[src/rtl/branch_unit_bht_if.sv]
// Fetch-predict and execute-resolve signal bundle for branch_unit_bht.
// The slave modport is the branch unit; the master side is the surrounding pipeline.
interface branch_unit_bht_if #(
    parameter int XLEN = 32
);
    logic            f_req;
    logic [XLEN-1:0] f_pc;
    logic            p_valid;
    logic            p_taken;
    logic            flush;

    logic            r_valid;
    logic [XLEN-1:0] r_pc;
    logic [2:0]      r_branch;
    logic            r_less;
    logic            r_zero;
    logic            r_pred_taken;

    logic            o_valid;
    logic            o_taken;
    logic            o_pcasrc;
    logic            o_pcbsrc;
    logic            o_mispred;
    logic [XLEN-1:0] mispred_cnt;

    modport slave (
        input  f_req, f_pc, flush,
        input  r_valid, r_pc, r_branch, r_less, r_zero, r_pred_taken,
        output p_valid, p_taken,
        output o_valid, o_taken, o_pcasrc, o_pcbsrc, o_mispred, mispred_cnt
    );

    modport master (
        output f_req, f_pc, flush,
        output r_valid, r_pc, r_branch, r_less, r_zero, r_pred_taken,
        input  p_valid, p_taken,
        input  o_valid, o_taken, o_pcasrc, o_pcbsrc, o_mispred, mispred_cnt
    );
endinterface

[src/rtl/branch_unit_bht.sv]
// Branch resolver with registered PC-adder selects plus a PC-indexed table of
// saturating counters that predicts direction for fetch and counts mispredicts.
module branch_unit_bht #(
    parameter int XLEN  = 32,
    parameter int IDX_W = 6,
    parameter int CNT_W = 2
) (
    input  logic              clk,
    input  logic              rst,
    branch_unit_bht_if.slave  bus
);
    localparam int              DEPTH    = 1 << IDX_W;
    localparam logic [CNT_W-1:0] CNT_INIT = {1'b0, {(CNT_W-1){1'b1}}};
    localparam logic [CNT_W-1:0] CNT_MAX  = '1;
    localparam logic [CNT_W-1:0] CNT_ZERO = '0;
    localparam logic [CNT_W-1:0] CNT_ONE  = CNT_W'(1);

    localparam logic [2:0] BR_JAL  = 3'b001;
    localparam logic [2:0] BR_JALR = 3'b010;
    localparam logic [2:0] BR_BEQ  = 3'b100;
    localparam logic [2:0] BR_BNE  = 3'b101;
    localparam logic [2:0] BR_BLT  = 3'b110;
    localparam logic [2:0] BR_BGE  = 3'b111;

    logic [CNT_W-1:0] cnt_q [DEPTH];

    logic [IDX_W-1:0] f_idx;
    logic [IDX_W-1:0] r_idx;
    logic             res_taken;
    logic             res_asrc;
    logic             res_bsrc;
    logic             res_mispred;
    logic             tbl_update;

    assign f_idx = bus.f_pc[IDX_W+1:2];
    assign r_idx = bus.r_pc[IDX_W+1:2];

    // PC bits outside the index field never select a counter.
    logic unused_pc_bits;
    assign unused_pc_bits = ^{bus.f_pc[XLEN-1:IDX_W+2], bus.f_pc[1:0],
                              bus.r_pc[XLEN-1:IDX_W+2], bus.r_pc[1:0]};

    always_comb begin
        // NOTE: every output of this block gets a default first, so no path can infer a latch.
        res_taken = 1'b0;
        res_asrc  = 1'b0;
        res_bsrc  = 1'b0;
        case (bus.r_branch)
            BR_JAL: begin
                res_taken = 1'b1;
                res_asrc  = 1'b1;
            end
            BR_JALR: begin
                res_taken = 1'b1;
                res_asrc  = 1'b1;
                res_bsrc  = 1'b1;
            end
            BR_BEQ, BR_BNE: begin
                res_taken = bus.r_branch[0] ^ bus.r_zero;
                res_asrc  = res_taken;
            end
            BR_BLT, BR_BGE: begin
                res_taken = bus.r_branch[0] ^ bus.r_less;
                res_asrc  = res_taken;
            end
            default: ;
        endcase
    end

    assign res_mispred = bus.r_valid & (res_taken != bus.r_pred_taken);
    assign tbl_update  = bus.r_valid & bus.r_branch[2];

    // Prediction reads the current array contents, so a same-index update this
    // cycle is seen only by later fetches.
    always_ff @(posedge clk or posedge rst) begin
        if (rst) begin
            bus.p_valid <= 1'b0;
            bus.p_taken <= 1'b0;
        end else begin
            bus.p_valid <= bus.f_req & ~bus.flush;
            bus.p_taken <= bus.f_req & cnt_q[f_idx][CNT_W-1];
        end
    end

    always_ff @(posedge clk or posedge rst) begin
        if (rst) begin
            bus.o_valid     <= 1'b0;
            bus.o_taken     <= 1'b0;
            bus.o_pcasrc    <= 1'b0;
            bus.o_pcbsrc    <= 1'b0;
            bus.o_mispred   <= 1'b0;
            bus.mispred_cnt <= '0;
        end else begin
            bus.o_valid   <= bus.r_valid;
            bus.o_taken   <= bus.r_valid & res_taken;
            bus.o_pcasrc  <= bus.r_valid & res_asrc;
            bus.o_pcbsrc  <= bus.r_valid & res_bsrc;
            bus.o_mispred <= res_mispred;
            if (res_mispred) begin
                bus.mispred_cnt <= bus.mispred_cnt + XLEN'(1);
            end
        end
    end

    // NOTE: the counter array lives in flops rather than RAM because every entry must return to weakly-not-taken on reset.
    always_ff @(posedge clk or posedge rst) begin
        if (rst) begin
            for (int i = 0; i < DEPTH; i++) begin
                cnt_q[i] <= CNT_INIT;
            end
        end else if (tbl_update) begin
            if (res_taken && cnt_q[r_idx] != CNT_MAX) begin
                cnt_q[r_idx] <= cnt_q[r_idx] + CNT_ONE;
            end else if (!res_taken && cnt_q[r_idx] != CNT_ZERO) begin
                cnt_q[r_idx] <= cnt_q[r_idx] - CNT_ONE;
            end
        end
    end
endmodule

[src/flat_wrapper.sv]
// flat-port wrapper written by rule: the top's interface ports become plain ports
module branch_unit_bht_flat 
#(
    parameter int XLEN  = 32,
    parameter int IDX_W = 6,
    parameter int CNT_W = 2
)
  (clk, rst, bus_f_req, bus_f_pc, bus_flush, bus_r_valid, bus_r_pc, bus_r_branch, bus_r_less, bus_r_zero, bus_r_pred_taken, bus_p_valid, bus_p_taken, bus_o_valid, bus_o_taken, bus_o_pcasrc, bus_o_pcbsrc, bus_o_mispred, bus_mispred_cnt);
  branch_unit_bht_if #(.XLEN(XLEN)) bus_i ();
  input  logic clk;
  input  logic rst;
  input wire logic [$bits(bus_i.f_req)-1:0] bus_f_req;
  input wire logic [$bits(bus_i.f_pc)-1:0] bus_f_pc;
  input wire logic [$bits(bus_i.flush)-1:0] bus_flush;
  input wire logic [$bits(bus_i.r_valid)-1:0] bus_r_valid;
  input wire logic [$bits(bus_i.r_pc)-1:0] bus_r_pc;
  input wire logic [$bits(bus_i.r_branch)-1:0] bus_r_branch;
  input wire logic [$bits(bus_i.r_less)-1:0] bus_r_less;
  input wire logic [$bits(bus_i.r_zero)-1:0] bus_r_zero;
  input wire logic [$bits(bus_i.r_pred_taken)-1:0] bus_r_pred_taken;
  output wire logic [$bits(bus_i.p_valid)-1:0] bus_p_valid;
  output wire logic [$bits(bus_i.p_taken)-1:0] bus_p_taken;
  output wire logic [$bits(bus_i.o_valid)-1:0] bus_o_valid;
  output wire logic [$bits(bus_i.o_taken)-1:0] bus_o_taken;
  output wire logic [$bits(bus_i.o_pcasrc)-1:0] bus_o_pcasrc;
  output wire logic [$bits(bus_i.o_pcbsrc)-1:0] bus_o_pcbsrc;
  output wire logic [$bits(bus_i.o_mispred)-1:0] bus_o_mispred;
  output wire logic [$bits(bus_i.mispred_cnt)-1:0] bus_mispred_cnt;
  assign bus_i.f_req = bus_f_req;
  assign bus_i.f_pc = bus_f_pc;
  assign bus_i.flush = bus_flush;
  assign bus_i.r_valid = bus_r_valid;
  assign bus_i.r_pc = bus_r_pc;
  assign bus_i.r_branch = bus_r_branch;
  assign bus_i.r_less = bus_r_less;
  assign bus_i.r_zero = bus_r_zero;
  assign bus_i.r_pred_taken = bus_r_pred_taken;
  assign bus_p_valid = bus_i.p_valid;
  assign bus_p_taken = bus_i.p_taken;
  assign bus_o_valid = bus_i.o_valid;
  assign bus_o_taken = bus_i.o_taken;
  assign bus_o_pcasrc = bus_i.o_pcasrc;
  assign bus_o_pcbsrc = bus_i.o_pcbsrc;
  assign bus_o_mispred = bus_i.o_mispred;
  assign bus_mispred_cnt = bus_i.mispred_cnt;
  branch_unit_bht #(.XLEN(XLEN), .IDX_W(IDX_W), .CNT_W(CNT_W)) u_core (.clk(clk), .rst(rst), .bus(bus_i));
endmodule
[config.mk]
export PLATFORM = sky130hd
export DESIGN_NAME = branch_unit_bht_flat
export DESIGN_NICKNAME = d
export VERILOG_FILES = /design/src/rtl/branch_unit_bht_if.sv /design/src/rtl/branch_unit_bht.sv /design/src/flat_wrapper.sv
export SDC_FILE = /design/constraint.sdc
export NUM_CORES = 1
export LEC_CHECK = 0
export BUFFER_PORTS_ARGS = -buffer_cell sky130_fd_sc_hd__buf_2
export CAP_MARGIN = 20
export CORE_UTILIZATION = 45
export CTS_CLUSTER_SIZE = 16
export DETAILED_ROUTE_END_ITERATION = 16
export PLACE_DENSITY_LB_ADDON = 0.05
export SLEW_MARGIN = 20
export SYNTH_ARGS = -nofsm -noshare
export SYNTH_HDL_FRONTEND = slang
export SYNTH_SLANG_ARGS = --single-unit
[constraint.sdc]
create_clock -name clk -period 11.15 [get_ports clk]
set_input_delay 1.115 -clock clk [delete_from_list [all_inputs] [get_ports clk]]
set_output_delay 1.115 -clock clk [all_outputs]
set_load 0.01 [all_outputs]
==> results of run 1 <==
-- kinds of logic after synthesis --
group	Yosys count	synth area share [%]
adder cells (fa/ha/maj)	3	0.423
AND/OR/NAND/NOR	210	12.9
XOR/XNOR	34	3.52
AO/OA/AOI/OAI	49	4.06
multiplexers	186	27.4
flip-flops	166	47.7
buffers and inverters	68	4.02
-- worst min-delay path: stages, from the launching register on --
cell and delay, ns:
dfstp_2 0.37, inv_1 0.04, mux2i_1 0.06
-- layout make-up --
class	count	area, sq um
inverters	17	71.3
clock buffers	17	425
flip-flops and latches	166	4230
fillers	1779	9420
well taps	265	332
clock inverters	15	236
repair buffers	70	373
multi-input cells	482	4310
-- Yosys cell counts, drive strengths merged, types with 2 or more instances --
cell / n
mux2: 135
dfrtp: 102
dfstp: 64
nand3: 63
nor2: 45
buf: 34
mux4: 32
nand2: 20
mux2i: 19
xnor2: 19
clkbuf: 17
inv: 17
xor2: 14
nand4: 11
o22ai: 11
nor2b: 9
nor3: 9
nor4: 9
or4: 9
nand3b: 7
a221oi: 6
o21ai: 6
a22oi: 5
and2: 5
nand2b: 5
a21oi: 4
nor3b: 4
a211oi: 3
a31oi: 3
ha: 3
or3: 3
or3b: 3
and3b: 2
and4: 2
o22a: 2
-- where the power goes --
| part | switching (mW) | leakage (nW) | internal, mW |
|---|---|---|---|
| Combinational | 0.154 | 2.07 | 0.115 |
| Sequential | 0.0461 | 2.03 | 0.679 |
| Clock | 0.269 | 0.326 | 0.405 |
-- worst max-delay path by stage --
stage / cells after the start / end / startpoint / slack (ns)
5_1_grt: 11 / u_core.cnt_q[49] / bus_r_pc[3] / 5.29
3_3_place_gp: 11 / u_core.cnt_q[49] / bus_r_pc[3] / 5.22
4_1_cts: 11 / u_core.cnt_q[49] / bus_r_pc[3] / 5.56
6_report: 11 / u_core.cnt_q[17] / bus_r_pc[3] / 5.61
3_5_place_dp: 11 / u_core.cnt_q[49] / bus_r_pc[3] / 5.13
2_1_floorplan: 1 / u_core.bus.mispred_cnt[0] / rst / 5.65
-- metal layers --
metal | track usage [%] | share of wire (%) | vias to the layer above
li1 | - | - | 2712
met1 | 31.3 | 45 | 3126
met2 | 39.6 | 49 | 153
met3 | 5.15 | 4.4 | 33
met4 | 7.75 | 2.2 | 0
met5 | 0 | 0 | -
==> reports/results.tsv, run 1 <==
metric	value	unit
utilization	51.5	%
ir_drop	0.000120	V
cts_made_buffers	17	
via_count	6024	
synth_area_per_cell	12.4	sq um
hold_viol	0	
design_power_total	1.67	mW
critPathMaxStageDelay	0.77	ns
final_layout_size_suffix_gt1_share	44.1	%
finClkSkew	0.0116	ns
synth_edf_count	0	
grt_max_degree	113	
n_antenna_cell	0	
cp-start-kind	primary input	
start_util	45.8	%
grt.total_usage	24.0	%
post_cts_buffers	0	
max_slew_margin	37.4	%
dp_slack	5.13	ns
critical_path_buf_inv_count	2	
syn_inst	716	
criticalPathCategory	in -> reg	
reg2reg_depth	9	
syn-cell-area	0.00888	sq mm
antenna_found_initial	0	
end_kind	flop	
routed_wirelength	22600	um
core_area	0.0194	sq mm
place_area	0.00932	sq mm
p_per_area	167	mW/mm^2
crit_path_top_delay_cell	nand4_4	
holdPathStages	2	
std_cell_rows	51	
grt_pass1_wl	36200	um
synth_seq_area_share	47.7	%
die_x	142	um
arrival	5.85	ns
nNetsFinal	832	
status	finished, final reports clean	
first_pass_iters	5	
grt_pass1_vias	6171	
fin_hold_ws	0.473	ns
critPathRequiredTime	11.46	ns
die_h	142	um
drt_iter0_drc	431	
finalCriticalPeriod	5.54	ns
async_flop_share	100	%
finalSetupTns	0	ns
rsz0062_at_grt	false	
hold_path_class	reg -> reg	
clkSinkCount	166	
cts_hold_buf	0	
tightest_slew	0.936	ns
finalMaxSlewViolations	0	
period_share	49.7	%
fp.dieArea	0.0203	sq mm
port_buffers	61	
cap_violations	0	
cts_max_path_buffers	2	
drc	0	
yosys_warnings	0	
place_congestion	0.808	
stdcell_area	0.00998	sq mm
syn_nets	794	
wl_per_cell	21.9	um
htreeDepth	4	
leakagePower	4.43	nW
synth_cell_types	59	
yosys.area.top_type	dfrtp_1	
place_inst	1000	
worst-r2r-setup-slack	6.73	ns
path_cells	buf_2 -> buf_4 -> nor2b_4 -> a32o_1 -> a211o_1 -> a211oi_4 -> nand4_4 -> ha_1 -> mux2_4 -> or4_1 -> mux2_1	
viasPerCell	5.84	
crit_fanout	61	
synth_flop_cell	dfrtp_1	
dp_hpwl	14000	um
timing.fmax	181	MHz
clk_pin_slew	0.06	ns
synth.top_cell.area_share	28.7	%
cts_resized	0	
cts_tree	yes	
most-common-layout-cells	mux2_2, dfrtp_1, dfstp_2	
cts_root_buf	clkbuf_16	
io_pins	114	
clk_latency	0.43	ns
yosys-top-cells-area	dfrtp_1, dfstp_2, mux2_2	
syn2layout_area_growth	12.4	%
final_antenna_net_count	0	
fin_cells	1032	
fin_ws	5.61	ns
layout.cells.most_common	mux2_2	
path_delay_family	simple AND/OR/NAND/NOR gates	
finalSetupViolations	0	
ys_ff_latch	166	
r2r-end	u_core.cnt_q[17]	
grt_remaining_overflow	0	
(Power assumes the default switching activity.)
==> inputs of run 2 (changes only) <==
- clock period: 11.15 -> 5 ns (I/O delays scaled with it)
==> reports/results.tsv, run 2 (synthesis results as in run 1) <==
metric	value	unit	change
fin_cells	1043		was 1032
finClkSkew	0.00842	ns	was 0.0116 ns
end_kind	flop		unchanged
fillCellCount	1751		was 1779
clkSinkCount	166		unchanged
cts_resized	0		unchanged
place_inst	1011		was 1000
post_cts_buffers	0		unchanged
crit_fanout	34		was 61
grt_remaining_overflow	0		unchanged
clk_latency	0.43	ns	about the same
dp_hpwl	15100	um	was 14000 um
std_cell_rows	51		unchanged
fp.dieArea	0.0203	sq mm	unchanged
max_slew_margin	41.5	%	was 37.4%
hold_path_class	in -> async		was reg -> reg
critPathRequiredTime	5.31	ns	was 11.46 ns
ir_drop	0.000239	V	was 0.000120 V
via_count	6123		was 6024
place_area	0.00943	sq mm	was 0.00932 sq mm
cap_violations	0		unchanged
die_h	142	um	unchanged
grt_pass1_wl	36200	um	about the same
antenna_found_initial	0		unchanged
stdcell_area	0.0100	sq mm	was 0.00998 sq mm
arrival	4.26	ns	was 5.85 ns
finalMaxSlewViolations	0		unchanged
most-common-layout-cells	mux2_2, dfrtp_1, dfstp_2		unchanged
cts_made_buffers	17		unchanged
first_pass_iters	5		unchanged
viasPerCell	5.87		was 5.84
p_per_area	356	mW/mm^2	was 167 mW/mm^2
cp-start-kind	primary input		unchanged
drc	0		unchanged
final_layout_size_suffix_gt1_share	44.7	%	was 44.1%
rsz0062_at_grt	false		unchanged
clk_pin_slew	0.07	ns	was 0.06 ns
htreeDepth	4		unchanged
design_power_total	3.56	mW	was 1.67 mW
grt_pass1_vias	6222		was 6171
tightest_slew	0.877	ns	was 0.936 ns
layout.cells.most_common	mux2_2		unchanged
syn2layout_area_growth	12.7	%	was 12.4%
io_pins	114		unchanged
n_antenna_cell	0		unchanged
port_buffers	61		unchanged
finalSetupViolations	0		unchanged
place_congestion	0.800		was 0.808
drt_iter0_drc	331		was 431
period_share	78.8	%	
status	finished, final reports clean		unchanged
finalCriticalPeriod	3.94	ns	
cts_tree	yes		unchanged
criticalPathCategory	in -> reg		unchanged
timing.fmax	254	MHz	
routed_wirelength	22600	um	about the same
cts_max_path_buffers	2		unchanged
die_x	142	um	unchanged
grt.total_usage	24.0	%	about the same
cts_root_buf	clkbuf_16		unchanged
hold_viol	0		unchanged
nNetsFinal	843		was 832
finalSetupTns	0	ns	unchanged
final_antenna_net_count	0		unchanged
start_util	45.8	%	unchanged
leakagePower	4.44	nW	was 4.43 nW
wl_per_cell	21.7	um	was 21.9 um
grt_max_degree	64		was 113
core_area	0.0194	sq mm	unchanged
cts_hold_buf	0		unchanged
-- run 2: cell types whose count changed in the layout (fill, tap and decap cells not counted), sizes merged --
| cell | change |
|---|---|
| buf | +11 |
| clkinvlp | +3 |
| inv | -5 |
| clkinv | +4 |
| bufinv | -3 |
| clkbuf | +1 |
-- run 2: report_power, final --
group | switching, mW | leakage, nW | internal (mW)
combinational | 0.349 | 2.13 | 0.270
sequential | 0.104 | 2.03 | 1.51
clock | 0.585 | 0.279 | 0.742
-- run 2: layout make-up --
cell class              count  area (sq um)  share of cell area (%)
well taps                 265           332                    3.31
multi-input cells         482          4310                    43.1
inverters                  17          68.8                   0.688
repair buffers             81           480                    4.80
flip-flops and latches    166          4230                    42.3
clock buffers              18           429                    4.29
clock inverters            14           153                    1.53
-- run 2: worst max-delay path: stages --
cell and delay [ns]:
buf_2 0.66, buf_4 0.31, mux2_2 0.35, a22oi_1 0.18, nor2b_1 0.07, a221oi_1 0.25
o22a_1 0.20, nand3b_1 0.11, ha_1 0.26, mux2_4 0.38, nor4_1 0.56, mux2_2 0.40
-- run 2: routing by layer --
metal	global-route usage (%)	vias to the layer above	share of wire, %
met5	0	-	0
met1	32.3	3164	44
met2	39.7	178	50
met3	3.60	32	4.0
met4	8.15	0	2.1
li1	-	2749	-
-- run 2: final timing paths --
| path | start | to | slack (ns) | cells past startpoint |
|---|---|---|---|---|
| worst min register to register | u_core.bus.mispred_cnt[31] | u_core.bus.mispred_cnt[31] | 0.46 | 1 |
| min in group clk | bus_flush | u_core.bus.p_valid | 0.22 | 2 |
| worst max register to register | flop | u_core.cnt_q[65] | 1.46 | 9 |
| worst max-delay path | bus_r_pc[4] | u_core.cnt_q[65] | 1.06 | 12 |
| max in group asynchronous | rst | u_core.cnt_q[53] | 3.74 | 3 |
| worst min-delay path | rst | u_core.cnt_q[3] | 0.13 | 2 |
-- run 2: per-stage QoR --
| stage | setup slack [ns] | hold WS, ns | utilization [%] |
|---|---|---|---|
| 2_1_floorplan | 0.116 | 0.447 | - |
| 3_3_place_gp | 0.673 | 0.453 | 48.6 |
| 3_5_place_dp | 0.662 | 0.462 | 48.6 |
| 4_1_cts | 1.12 | 0.150 | 51.6 |
| 5_1_grt | 0.863 | 0.177 | 51.6 |
| 6_report | 1.06 | 0.132 | 51.6 |
==> inputs of run 3 (changes only) <==
- ABC_AREA: default -> 1
- clock period: 5 -> 3.6 ns (I/O delays scaled with it)
==> reports/results.tsv, run 3 <==
metric	value	unit	change
viasPerCell	5.16		was 5.87
place_congestion	0.900		was 0.800
antenna_found_initial	0		unchanged
critPathLaunch	bus_r_pc[3]		was bus_r_pc[4]
path_cells	buf_2 -> inv_1 -> buf_4 -> o21bai_1 -> nand2_1 -> nand2_1 -> nand2_1 -> nand2_1 -> nand2_1 -> nor2_1 -> nand2_2 -> inv_1 -> ha_1 -> inv_1 -> nand2_1 -> nand2_2 -> nand3_1 -> buf_4 -> nor2_1 -> nand2_1 -> o21ai_0		was buf_2 -> buf_4 -> mux2_2 -> a22oi_1 -> nor2b_1 -> a221oi_1 -> o22a_1 -> nand3b_1 -> ha_1 -> mux2_4 -> nor4_1 -> mux2_2
crit_path_top_delay_cell	inv_1		was buf_2
r2r-end	u_core.cnt_q[119]		was u_core.cnt_q[65]
grt_pass1_vias	8753		was 6222
internal_power	3.60	mW	was 2.53 mW
yosys-top-cells-area	dfrtp_1, nand2_1, dfstp_2		was dfrtp_1, dfstp_2, mux2_2
fillCellCount	2143		was 1751
synth_seq_area_share	43.9	%	was 47.7%
final_layout_size_suffix_gt1_share	13.5	%	was 44.7%
synth_commonest_cells	nand2_1, o21ai_0, nor2_1		was mux2_2, dfrtp_1, dfstp_2
ys_ff_latch	166		unchanged
layout.cells.most_common	nand2_1		was mux2_2
yosys_warnings	0		unchanged
crit_path_end	u_core.cnt_q[119]		was u_core.cnt_q[65]
rsz0062_at_grt	false		unchanged
criticalPathCategory	in -> reg		unchanged
drc	0		unchanged
p_per_area	491	mW/mm^2	was 356 mW/mm^2
finClkSkew	0.0107	ns	was 0.00842 ns
nNetsFinal	1551		was 843
crit_fanout	20		was 34
most-common-layout-cells	nand2_1, o21ai_0, nor2_1		was mux2_2, dfrtp_1, dfstp_2
syn-cell-area	0.00966	sq mm	was 0.00888 sq mm
dp_hpwl	18200	um	was 15100 um
port_buffers	61		unchanged
syn_nets	1503		was 794
finalSetupViolations	0		unchanged
routed_wirelength	28300	um	was 22600 um
drt_iter0_drc	629		was 331
switching_power	1.76	mW	was 1.04 mW
start_util	45.9	%	was 45.8%
cts_hold_buf	1		was 0
grt_pass1_wl	46200	um	was 36200 um
pwr-share-seq	43.1	%	was 45.4%
arrival	3.16	ns	was 4.26 ns
multi_input_area	0.00461	sq mm	was 0.00431 sq mm
utilization	52.0	%	was 51.6%
synth_edf_count	0		unchanged
syn2layout_area_growth	13.2	%	was 12.7%
cp-start-kind	primary input		unchanged
synth_flop_cell	dfrtp_1		unchanged
grt_max_degree	96		was 64
finalCriticalPeriod	2.85	ns	
ir_drop	0.000326	V	was 0.000239 V
core_area	0.0210	sq mm	was 0.0194 sq mm
cts_made_buffers	17		unchanged
io_pins	114		unchanged
die_x	148	um	was 142 um
critPathRequiredTime	3.91	ns	was 5.31 ns
reg2reg_depth	19		was 9
cts_tree	yes		unchanged
cts_max_path_buffers	2		unchanged
synth_cell_types	29		was 59
yosys.area.top_type	dfrtp_1		unchanged
leakagePower	5.42	nW	was 4.44 nW
seq_area	0.00423	sq mm	unchanged
post_cts_buffers	0		unchanged
max_slew_margin	47.1	%	was 41.5%
final_antenna_net_count	0		unchanged
cts_root_buf	clkbuf_16		unchanged
min_from	bus_flush		
combPwrFrac	21.4	%	was 17.4%
holdPathStages	2		
finalMaxSlewViolations	0		unchanged
cap_violations	0		unchanged
worst-r2r-setup-slack	0.81	ns	was 1.46 ns
tightest_slew	0.789	ns	was 0.877 ns
die_h	148	um	was 142 um
clk_pin_slew	0.06	ns	was 0.07 ns
cts_resized	0		unchanged
synth_area_per_cell	6.78	sq um	was 12.4 sq um
end_kind	flop		unchanged
critical_path.most_common_cell	nand2_1		was mux2_2
critPathMaxStageDelay	0.33	ns	was 0.66 ns
fp.dieArea	0.0220	sq mm	was 0.0203 sq mm
syn_inst	1425		was 716
via_count	9087		was 6123
grt_remaining_overflow	0		unchanged
std_cell_rows	53		was 51
htreeDepth	4		unchanged
period_share	79.2	%	
timing.fmax	351	MHz	
switching_share	32.9	%	was 29.1%
n_antenna_cell	0		unchanged
synth.most_common_cell	nand2_1		was mux2_2
clk_latency	0.43	ns	about the same
grt.total_usage	27.4	%	was 24.0%
wl_per_cell	16.1	um	was 21.7 um
async_flop_share	100	%	unchanged
status	finished, final reports clean		unchanged
synth.top_cell.area_share	26.4	%	was 28.7%
first_pass_iters	6		was 5
clkSinkCount	166		unchanged
finalSetupTns	0	ns	unchanged
clkPwrFrac	35.4	%	was 37.2%
hold_viol	0		unchanged
hold_path_class	in -> reg		was in -> async
-- run 3: metal layers --
metal  track usage, %  wire length [um]  vias to the layer above
met3             4.69              1840                       34
li1                 -                 -                     4548
met2             44.1             13000                      290
met4             8.35               499                        0
met5                0                 0                        -
met1             37.4             13000                     4215
-- run 3: kinds of logic after synthesis --
| family | count (synthesis) | share of synthesized area [%] |
|---|---|---|
| xor+xnor | 30 | 2.80 |
| buf+inv | 199 | 8.51 |
| flops | 166 | 43.9 |
| fa+ha+maj | 3 | 0.389 |
| compound gates | 191 | 10.2 |
| simple gates | 836 | 34.2 |
-- run 3: metrics by stage --
stage	setup WS (ns)	hold WS, ns	area, sq um	cells	power (mW)
final	0.749	0.0796	10900	1761	5.37
after global routing	0.436	0.0618	10900	1761	5.66
after CTS	0.777	0.0638	10900	1761	5.40
after detailed placement	0.327	0.457	10300	1728	3.49
after global placement	0.370	0.458	10300	1728	3.48
after floorplan	0.798	0.391	9660	1425	3.06
-- run 3: worst min-delay path by stage --
stage and endpoint:
3_3_place_gp u_core.cnt_q[97], 3_5_place_dp u_core.cnt_q[97], 4_1_cts u_core.bus.p_valid, 5_1_grt u_core.bus.p_valid
2_1_floorplan u_core.bus.o_valid, 6_report u_core.bus.p_valid
-- run 3: power by group through the flow --
stage | Clock (mW) | Sequential, mW | Combinational [mW]
3_5_place_dp | 0 | 2.34 | 1.15
2_1_floorplan | 0 | 2.34 | 0.725
4_1_cts | 1.93 | 2.31 | 1.16
5_1_grt | 2.02 | 2.35 | 1.29
6_report | 1.90 | 2.32 | 1.15
3_3_place_gp | 0 | 2.34 | 1.14
-- run 3: worst max-delay path, delay by kind of cell --
| family | cells | cell delay (ns) |
|---|---|---|
| buffers and inverters | 6 | 1.10 |
| AO/OA/AOI/OAI | 2 | 0.20 |
| AND/OR/NAND/NOR | 12 | 1.33 |
| adder cells (fa/ha/maj) | 1 | 0.14 |
-- run 3: final cells by class --
class | count | share of cell area [%]
multi-input cells | 1060 | 42.2
clock buffers | 21 | 4.12
flip-flops and latches | 166 | 38.7
inverters | 125 | 4.33
well taps | 275 | 3.15
clock inverters | 11 | 1.39
repair buffers | 103 | 6.05
